### src/rtl/adv_counter_pkg.sv
// Shared state encoding, defaults and timer width for the digit update arbiter.
package adv_counter_pkg;

  localparam int unsigned DIGITS_DEF     = 6;
  localparam int unsigned SETTLE_MAX_DEF = 16;
  localparam int unsigned TIMER_W        = 5;

  typedef enum logic [1:0] {
    ST_IDLE      = 2'd0,
    ST_GRANT     = 2'd1,
    ST_WAIT_DONE = 2'd2,
    ST_REFRESH   = 2'd3
  } state_e;

  // Index width that stays legal for a single-digit build.
  function automatic int unsigned idx_w(input int unsigned n);
    return (n > 1) ? $clog2(n) : 1;
  endfunction

endpackage

### src/rtl/digit_update_arbiter_rr_picker.sv
// Combinational round-robin picker: first pending digit after last_grant, wrapping.
module rr_picker
  import adv_counter_pkg::*;
#(
  parameter int unsigned DIGITS = DIGITS_DEF,
  localparam int unsigned IW    = idx_w(DIGITS)
) (
  input  logic [DIGITS-1:0] pending,
  input  logic [IW-1:0]     last_grant,
  output logic [IW-1:0]     index,
  output logic              found
);

  logic [IW-1:0] cand;

  always_comb begin
    index = '0;
    found = 1'b0;
    cand  = '0;
    for (int unsigned k = 1; k <= DIGITS; k++) begin
      cand = IW'((32'(last_grant) + k) % DIGITS);
      if (!found && pending[cand]) begin
        index = cand;
        found = 1'b1;
      end
    end
  end

endmodule

### src/rtl/digit_update_arbiter.sv
// Serialises per-digit increment requests onto one shared BCD counter port.
// Optional ADV_COUNTER_REFRESH_BATCH_EN: one refresh strobe per burst instead of per grant.
module digit_update_arbiter
  import adv_counter_pkg::*;
#(
  parameter int unsigned DIGITS     = DIGITS_DEF,
  parameter int unsigned SETTLE_MAX = SETTLE_MAX_DEF,
  localparam int unsigned IW        = idx_w(DIGITS)
) (
  input  logic              clk,
  input  logic              rst_n,
  input  logic [DIGITS-1:0] req,
  output logic              upd_valid,
  output logic [IW-1:0]     upd_digit,
  input  logic              upd_done,
  output logic              ref_pulse,
  output logic [DIGITS-1:0] pending,
  output logic              busy,
  output logic              timeout_err
);

  state_e              state_q, state_d;
  logic [DIGITS-1:0]   pending_q, pending_d;
  logic [IW-1:0]       last_grant_q, last_grant_d;
  logic [IW-1:0]       upd_digit_q, upd_digit_d;
  logic [TIMER_W-1:0]  timer_q, timer_d;
  logic                upd_valid_q, upd_valid_d;
  logic                ref_pulse_q, ref_pulse_d;
  logic                busy_q, busy_d;
  logic                timeout_err_q, timeout_err_d;
  logic                wait_end_c;
  logic [IW-1:0]       pick_idx_c;
  logic                pick_found_c;

  rr_picker #(.DIGITS(DIGITS)) u_picker (
    .pending    (pending_q),
    .last_grant (last_grant_q),
    .index      (pick_idx_c),
    .found      (pick_found_c)
  );

  // Next-state and registered-output logic.
  always_comb begin
    state_d       = state_q;
    pending_d     = pending_q | req;
    last_grant_d  = last_grant_q;
    upd_digit_d   = upd_digit_q;
    timer_d       = timer_q;
    upd_valid_d   = 1'b0;
    ref_pulse_d   = 1'b0;
    timeout_err_d = timeout_err_q;
    wait_end_c    = 1'b0;

    unique case (state_q)
      ST_IDLE: begin
        if (pick_found_c) begin
          state_d     = ST_GRANT;
          upd_digit_d = pick_idx_c;
          upd_valid_d = 1'b1;
        end
      end
      ST_GRANT: begin
        // A fresh request on the granted digit survives the clear.
        pending_d    = (pending_q & ~(DIGITS'(1) << upd_digit_q)) | req;
        last_grant_d = upd_digit_q;
        timer_d      = '0;
        state_d      = ST_WAIT_DONE;
      end
      ST_WAIT_DONE: begin
        if (upd_done) begin
          wait_end_c = 1'b1;
        end else if (timer_q == TIMER_W'(SETTLE_MAX - 1)) begin
          timeout_err_d = 1'b1;
          wait_end_c    = 1'b1;
        end else if (timer_q != {TIMER_W{1'b1}}) begin
          timer_d = timer_q + TIMER_W'(1);
        end
      end
      ST_REFRESH: begin
        state_d = ST_IDLE;
      end
      default: state_d = ST_IDLE;
    endcase

    if (wait_end_c) begin
`ifdef ADV_COUNTER_REFRESH_BATCH_EN
      state_d = (|pending_d) ? ST_IDLE : ST_REFRESH;
`else
      state_d = ST_REFRESH;
`endif
      ref_pulse_d = (state_d == ST_REFRESH);
    end

    busy_d = (state_d != ST_IDLE);
  end

  always_ff @(posedge clk) begin
    if (!rst_n) begin
      state_q       <= ST_IDLE;
      pending_q     <= '0;
      last_grant_q  <= IW'(DIGITS - 1);
      upd_digit_q   <= '0;
      timer_q       <= '0;
      upd_valid_q   <= 1'b0;
      ref_pulse_q   <= 1'b0;
      busy_q        <= 1'b0;
      timeout_err_q <= 1'b0;
    end else begin
      state_q       <= state_d;
      pending_q     <= pending_d;
      last_grant_q  <= last_grant_d;
      upd_digit_q   <= upd_digit_d;
      timer_q       <= timer_d;
      upd_valid_q   <= upd_valid_d;
      ref_pulse_q   <= ref_pulse_d;
      busy_q        <= busy_d;
      timeout_err_q <= timeout_err_d;
    end
  end

  assign upd_valid   = upd_valid_q;
  assign upd_digit   = upd_digit_q;
  assign ref_pulse   = ref_pulse_q;
  assign pending     = pending_q;
  assign busy        = busy_q;
  assign timeout_err = timeout_err_q;

endmodule

### config.mk
export PLATFORM = sky130hd
export DESIGN_NAME = digit_update_arbiter
export DESIGN_NICKNAME = d
export VERILOG_FILES = /design/src/rtl/adv_counter_pkg.sv /design/src/rtl/digit_update_arbiter_rr_picker.sv /design/src/rtl/digit_update_arbiter.sv
export SDC_FILE = /design/constraint.sdc
export NUM_CORES = 1
export LEC_CHECK = 0
export CAP_MARGIN = 20
export CORE_ASPECT_RATIO = 1.25
export CORE_MARGIN = 2
export CORE_UTILIZATION = 40
export DETAILED_ROUTE_END_ITERATION = 16
export GPL_ROUTABILITY_DRIVEN = 0
export GPL_TIMING_DRIVEN = 0
export PLACE_DENSITY = 0.67
export SLEW_MARGIN = 40
export SYNTH_ARGS = -nofsm -noshare
export SYNTH_HDL_FRONTEND = slang
export SYNTH_SLANG_ARGS = --single-unit
### constraint.sdc
create_clock -name clk -period 4.4 [get_ports clk]
set_clock_uncertainty 0.2 [all_clocks]
set_input_delay 0.66 -clock clk [delete_from_list [all_inputs] [get_ports clk]]
set_output_delay 0.66 -clock clk [all_outputs]
set_load 0.1 [all_outputs]
==> impl_results.md, run 1 <==
* Startpoint Class: register
* Register area share after synthesis at 0.2283
* Worst Setup EP: upd_digit[2]$_SDFFE_PN0P_
* Clock Tree Buf Depth at 2
* I/O pins at 22
* Syn Area/Cell at between 8 and 9 um2
* DRT met1 WL at 2174 um
* Final Hold Fails at 0
* Fin worst setup slack at just under 0.3 ns
* Crit Path Class: register to register
* Yosys warning total at 0
* Starting DRC count in detailed routing at 110
* Unrepaired setup endpoints after global routing: no
* FP Rows at 28
* Worst min-delay path class: register to register
* Initial Util at 0.4202
* Peak supply drop at approximately 0.31 mV
* Post-route cell area at approximately 2300 um2
* Setup TNS at 0 ns
* Highest-count cells in the layout ignoring fill and taps: nand2_1 (24), dfxtp_1 (22), ha_1 (20)
* Share of cells above drive strength 1 at 0.1471
* Die H at 83.39 um
* Drt total wl at 4726 um
* Post-synth cell types at slightly above 60
* Worst Reg-to-Reg Cells at 12
* Comb power frac at 0.712
* Overall power at around 1.5 mW
* Cells after synthesis at between 200 and 250
* Global-route wire length before repair at 8362 um
* Worst EP arrival at roughly 4.1 ns
* Max FO, Critical Path at 12
* Clock Latency Late Sink at roughly 0.26 ns
* Reg2reg end: upd_digit[2]$_SDFFE_PN0P_
* Non-filler cells in the finished layout at around 330
* Hold WS at between 0.2 and 0.3 ns
* Reg-to-Reg Start: last_grant_q[1]$_SDFFE_PN0P_
* Worst slew pin tran at roughly 0.71 ns
* Final Slew Violations at 0
* FFs w/ async S/R, synth at 0
* Max-slew headroom at 0.5224
* Initial antenna violation count at 0
* Post-synth EDFFs at 0
* Die Wd at 67.51 um
* Post-synthesis net count at 276
* DRC at 0
* Worst EP required at ~4.4 ns
* Commonest non-fill, non-tap cell in the layout: nand2_1
* Core area at around 4800 um2
* Detailed route wirelength on metal3 at 156 um
* Final worst-path cycle share at 0.9327
* HPWL after DPL at between 3000 and 4000 um
* Min cycle time layout at slightly above 4 ns
* Worst Setup SP: last_grant_q[1]$_SDFFE_PN0P_
* Remaining antenna violation count at 0
* Clk slew on worst S/H paths at about 0.090 ns
* GRT overflow at 0
* Power share of the sequential group at 0.198
* Sw frac at 0.5189
* Worst slack, placed at about 0.05 ns
* Antenna Cells at 0
* Max-Cap Viols at 0
* Root buf cell: clkbuf_8
* Pre-antenna DRT Iters at 4
* P per Cell Area at 638.9 nW/um2
* P_sw at approximately 760 uW
* Num CTS Buffers at 3
* CTS sink cnt at 23
* Synth Register Bits at 23
* DR vias at ~1,900
* Status: finished clean
* Placed cell count at 328
* CTS tree: yes
* Fmax at around 240 MHz
* Crit path capture type: register
* Port Buffers at 21
* Layout Area Growth over Synthesis at 14.02%
* P_leak at 0.9894 nW
* Vias per Instance at approximately 5.6
* Overall routing resource usage at 0.1845
* Met2 routed WL at around 2300 um
* Area post-placement at 2237 um2
* Number of global-route vias before repair at roughly 1,800
* Primary FF master, synth: dfxtp_1
* Die ar. at 5630 um2
* Final setup vio count at 0
* Clock Power Share at 0.090
* Postcts setup bufs at 0
* Top routing layer used: met4
* Core Util, Final at 0.4791
* H-tree depth at 1
* Largest net degree at the start of global routing at 14
* Net count, final at 302
* Cell area after synthesis at 2017 um2
* Internal at between 700 and 800 uW
* Mean routed wirelength per cell at 14.23 um
* R2r setup slk at between 0.2 and 0.3 ns
==> layout make-up <==
| type | instances | area, um2 |
|---|---|---|
| inverters | 18 | 67.56 |
| flip-flops and latches | 23 | 461.7 |
| clock inverters | 1 | 5.005 |
| well taps | 60 | 75.07 |
| repair buffers | 21 | 145.1 |
| plain buffers | 9 | 42.54 |
| fillers | 483 | 2500 |
| clock buffers | 3 | 41.29 |
| multi-input cells | 197 | 1461 |
==> what timing repair did <==
item | 4_1_cts | 5_1_grt
gates resized for setup | 1 | 2
endpoints found under the setup margin | 1 | 4
hold buffers | 0 | 0
gates cloned | 0 | 0
==> Yosys cell counts, types with 5 or more instances <==
cell | instances | share of area
a21oi_1 | 16 | 0.040
dfxtp_1 | 23 | 0.23
nor2_1 | 19 | 0.035
mux2i_1 | 8 | 0.040
nand2_1 | 24 | 0.045
o21ai_0 | 5 | 0.012
ha_1 | 20 | 0.12
o211ai_1 | 6 | 0.022
nor2b_1 | 6 | 0.019
nand3_1 | 8 | 0.020
nor3_1 | 5 | 0.012
inv_1 | 16 | 0.030
==> power groups by stage <==
| stage | clock (mW) | sequential [mW] | combinational (mW) |
|---|---|---|---|
| 3_5_place_dp | 0 | 0.295 | 1.03 |
| 5_1_grt | 0.147 | 0.299 | 1.15 |
| 2_1_floorplan | 0 | 0.430 | 0.713 |
| 4_1_cts | 0.135 | 0.291 | 1.04 |
| 6_report | 0.132 | 0.291 | 1.05 |
| 3_3_place_gp | 0 | 0.296 | 1.05 |
==> logic make-up after synthesis <==
group,after synthesis,synth area share
xor gates and xnor gates,8,0.03846
muxes,14,0.07320
and+or+nand+nor,89,0.2395
buffers and inverters,27,0.05459
adders and majority gates,20,0.1241
DFF,23,0.2283
AOI/OAI and AO/OA,66,0.2419
==> worst min-delay path by stage <==
| stage | end | cells past startpoint | slack, ns | from |
|---|---|---|---|---|
| floorplan | timer_q[1]$_SDFFE_PN0P_ | 2 | 0.27 | timer_q[1]$_SDFFE_PN0P_ |
| global placement | timeout_err$_SDFFE_PN0P_ | 2 | 0.25 | timeout_err$_SDFFE_PN0P_ |
| detailed placement | timeout_err$_SDFFE_PN0P_ | 2 | 0.26 | timeout_err$_SDFFE_PN0P_ |
| CTS | timeout_err$_SDFFE_PN0P_ | 2 | 0.29 | timeout_err$_SDFFE_PN0P_ |
| global route | timeout_err$_SDFFE_PN0P_ | 2 | 0.34 | timeout_err$_SDFFE_PN0P_ |
| finish | timeout_err$_SDFFE_PN0P_ | 2 | 0.29 | timeout_err$_SDFFE_PN0P_ |
==> state kept, by name, summed over array words and instances, names as in the netlist <==
register      cells
busy              1
pending           6
timeout_err       1
ref_pulse         1
state_q           2
last_grant_q      3
timer_q           5
upd_digit         3
upd_valid         1
==> layer usage <==
metal	up-vias	track usage
li1	953	-
met1	866	0.2454
met2	36	0.3004
met3	8	0.01762
met4	0	0.06865
met5	-	0
==> critical path, cell delays in order (launching register included) <==
cell      delay, ns
dfxtp_2        0.48
ha_1           0.33
xor2_2         0.38
inv_1          0.09
ha_1           0.29
nand2b_1       0.15
nor2_1         0.06
o31ai_1        0.49
mux2_2         0.40
a31oi_1        0.33
nand4_2        0.22
or4_1          0.51
o311ai_1       0.10
Power figures use the tool's default switching activity.
==> run 2, diff against run 1 <==
CTS_CLUSTER_DIAMETER = 30   (was not set)
==> results of run 2 <==
No change in the layout: final DEF, timing and power equal those of run 1.
==> run 3, diff against run 2 <==
DONT_BUFFER_PORTS = 1   (was not set)
HOLD_SLACK_MARGIN = 0.03   (was not set)
PLACE_DENSITY = 0.61   (was 0.67)
==> run 3 against run 2 <==
- worst setup slack improved by 0.029 ns
- final cell count decreased by 6.3%
- sequential share of layout area increased by 2.0 points
- first-iteration DRC count decreased by 16%
- clock power about the same
- sequential power increased by 53%
- sequential cell count unchanged
- highest routed layer unchanged
- register-to-register slack improved by 0.03 ns
==> impl_results.md, run 3 (synthesized netlist as in run 1, its figures left out) <==
* Commonest non-fill, non-tap cell in the layout: nand2_1 (unchanged)
* Root buf cell: clkbuf_8 (unchanged)
* Worst EP arrival at 4.04 ns (was 4.08 ns)
* Fmax at 245.4 MHz (was 243.7 MHz)
* Die ar. at 5630 um2 (unchanged)
* Mean routed wirelength per cell at 15.28 um (was 14.23 um)
* Final setup vio count at 0 (unchanged)
* Highest-count cells in the layout ignoring fill and taps: nand2_1 (24), ha_1 (20), nor2_1 (19) (was nand2_1 (24), dfxtp_1 (22), ha_1 (20))
* Net count, final at 281 (was 302)
* Num CTS Buffers at 3 (unchanged)
* P_leak at 0.8997 nW (was 0.9894 nW)
* Antenna Cells at 0 (unchanged)
* Drt total wl at 4751 um (was 4726 um)
* Initial Util at 0.4202 (unchanged)
* Clock Latency Late Sink at 0.26 ns (about the same)
* Overall routing resource usage at 0.1803 (was 0.1845)
* Share of cells above drive strength 1 at 0.1554 (was 0.1471)
* Max reg flops at 6 (unchanged)
* Port Buffers at 0 (was 21)
* Worst EP required at 4.36 ns (was 4.37 ns)
* Layout Area Growth over Synthesis at 7.258% (was 14.02%)
* FP Rows at 28 (unchanged)
* Die H at 83.39 um (unchanged)
* Worst Reg-to-Reg Cells at 12 (unchanged)
* # fillers at 485 (was 483)
* Global-route wire length before repair at 8052 um (was 8362 um)
* Crit path capture type: register (unchanged)
* Worst min-delay path class: register to register (unchanged)
* DR vias at 1,776 (was 1,863)
* Max-Cap Viols at 0 (unchanged)
* P per Cell Area at 669.8 nW/um2 (was 638.9 nW/um2)
* Startpoint Class: register (unchanged)
* CTS Hold Bufs at 0 (unchanged)
* Min cycle time layout at 4.074 ns (was 4.104 ns)
* Reg2reg end: upd_digit[2]$_SDFFE_PN0P_ (unchanged)
* Remaining antenna violation count at 0 (unchanged)
* Hold endpoint: timer_q[1]$_SDFFE_PN0P_ (was timeout_err$_SDFFE_PN0P_)
* Max FO, Critical Path at 12 (unchanged)
* Initial antenna violation count at 0 (unchanged)
* HPWL after DPL at 3771 um (was 3721 um)
* Peak supply drop at 0.2687 mV (was 0.3069 mV)
* Final worst-path cycle share at 0.9260 (was 0.9327)
* I/O pins at 22 (unchanged)
* H-tree depth at 1 (unchanged)
* Hold Path Origin: timer_q[1]$_SDFFE_PN0P_ (was timeout_err$_SDFFE_PN0P_)
* Worst slew pin tran at 0.6901 ns (was 0.7065 ns)
* Max-slew headroom at 0.5335 (was 0.5224)
* Status: finished clean (unchanged)
* Crit Path Class: register to register (unchanged)
* Unrepaired setup endpoints after global routing: no (unchanged)
* Pre-antenna DRT Iters at 4 (unchanged)
* Setup TNS at 0 ns (unchanged)
* Cells on Worst Hold Path at 2 (unchanged)
* Final Hold Fails at 0 (unchanged)
* Reg-to-Reg Start: last_grant_q[1]$_SDFFE_PN0P_ (unchanged)
* GRT overflow at 0 (unchanged)
* Clk slew on worst S/H paths at 0.08 ns (was 0.09 ns)
* Starting DRC count in detailed routing at 92 (was 110)
* Clock Tree Buf Depth at 2 (unchanged)
* CTS sink cnt at 23 (unchanged)
* DRC at 0 (unchanged)
* Core area at 4800 um2 (unchanged)
* CTS tree: yes (unchanged)
* Vias per Instance at 5.711 (was 5.611)
* Largest net degree at the start of global routing at 14 (unchanged)
* R2r setup slk at 0.33 ns (was 0.30 ns)
* Final Slew Violations at 0 (unchanged)
* Number of global-route vias before repair at 1,686 (was 1,793)
* Die Wd at 67.51 um (unchanged)
* Hold WS at 0.2972 ns (was 0.2858 ns)
## run 3: cell types whose count changed in the layout (fill, tap and decap cells not counted), sizes merged
| cell | before | now |
|---|---|---|
| buf | 18 | 5 |
| clkdlybuf4s50 | 8 | 0 |
## run 3: worst max-delay path by stage
stage | from | to | cells past startpoint
CTS | last_grant_q[1]$_SDFFE_PN0P_ | upd_digit[2]$_SDFFE_PN0P_ | 12
floorplan | last_grant_q[1]$_SDFFE_PN0P_ | upd_digit[2]$_SDFFE_PN0P_ | 12
global placement | last_grant_q[1]$_SDFFE_PN0P_ | upd_digit[2]$_SDFFE_PN0P_ | 12
detailed placement | last_grant_q[1]$_SDFFE_PN0P_ | upd_digit[2]$_SDFFE_PN0P_ | 12
finish | last_grant_q[1]$_SDFFE_PN0P_ | upd_digit[2]$_SDFFE_PN0P_ | 12
global route | last_grant_q[1]$_SDFFE_PN0P_ | upd_digit[2]$_SDFFE_PN0P_ | 12
## run 3: repair_timing
item	CTS	global route
gates resized for setup	0	2
hold endpoints to repair	0	0
endpoints found under the setup margin	0	6
buffers inserted	0	0
## run 3: worst max-delay path, stage by stage, from the launching register on
cell and delay (ns):
dfxtp_2 0.47, ha_1 0.35, xor2_2 0.39, inv_1 0.09
ha_1 0.29, nand2b_1 0.15, nor2_1 0.05, o31ai_1 0.45
mux2_2 0.39, a31oi_1 0.31, nand4_2 0.22, or4_1 0.50
o311ai_1 0.10
## run 3: cell type report
| cell class | instances | area, um2 | share of cell area |
|---|---|---|---|
| plain buffers | 9 | 42.54 | 0.01966 |
| clock buffers | 3 | 41.29 | 0.01909 |
| clock inverters | 1 | 5.005 | 0.002313 |
| inverters | 18 | 67.56 | 0.03123 |
| multi-input cells | 197 | 1454 | 0.6721 |
| flip-flops and latches | 23 | 478.0 | 0.2209 |
| well taps | 60 | 75.07 | 0.03470 |
## run 3: through the flow
step           utilization  instances  worst slack [ns]  instance area (um2)  total power, mW
2_1_floorplan            -        247            0.6582                 2017            1.143
3_3_place_gp        0.4359        307           0.06234                 2092            1.306
3_5_place_dp        0.4393        307           0.04435                 2108            1.316
4_1_cts             0.4489        311           0.01723                 2155            1.449
5_1_grt             0.4507        311           0.05871                 2163            1.575
6_report            0.4507        311            0.3255                 2163            1.449
## run 3: power breakdown
group          total [mW]  internal (mW)  leakage [nW]  switching [mW]
Combinational       0.873          0.375         0.681           0.497
Clock               0.130         0.0631        0.0255          0.0666
Sequential          0.446          0.253         0.194           0.193
Total                1.45          0.692         0.900           0.757
## run 3: metal layers
| metal | GRT usage | up-vias | wire [um] |
|---|---|---|---|
| li1 | - | 913 | - |
| met1 | 0.2362 | 814 | 2054 |
| met2 | 0.2995 | 45 | 2411 |
| met3 | 0.02575 | 4 | 235 |
| met4 | 0.05195 | 0 | 51 |
| met5 | 0 | - | 0 |
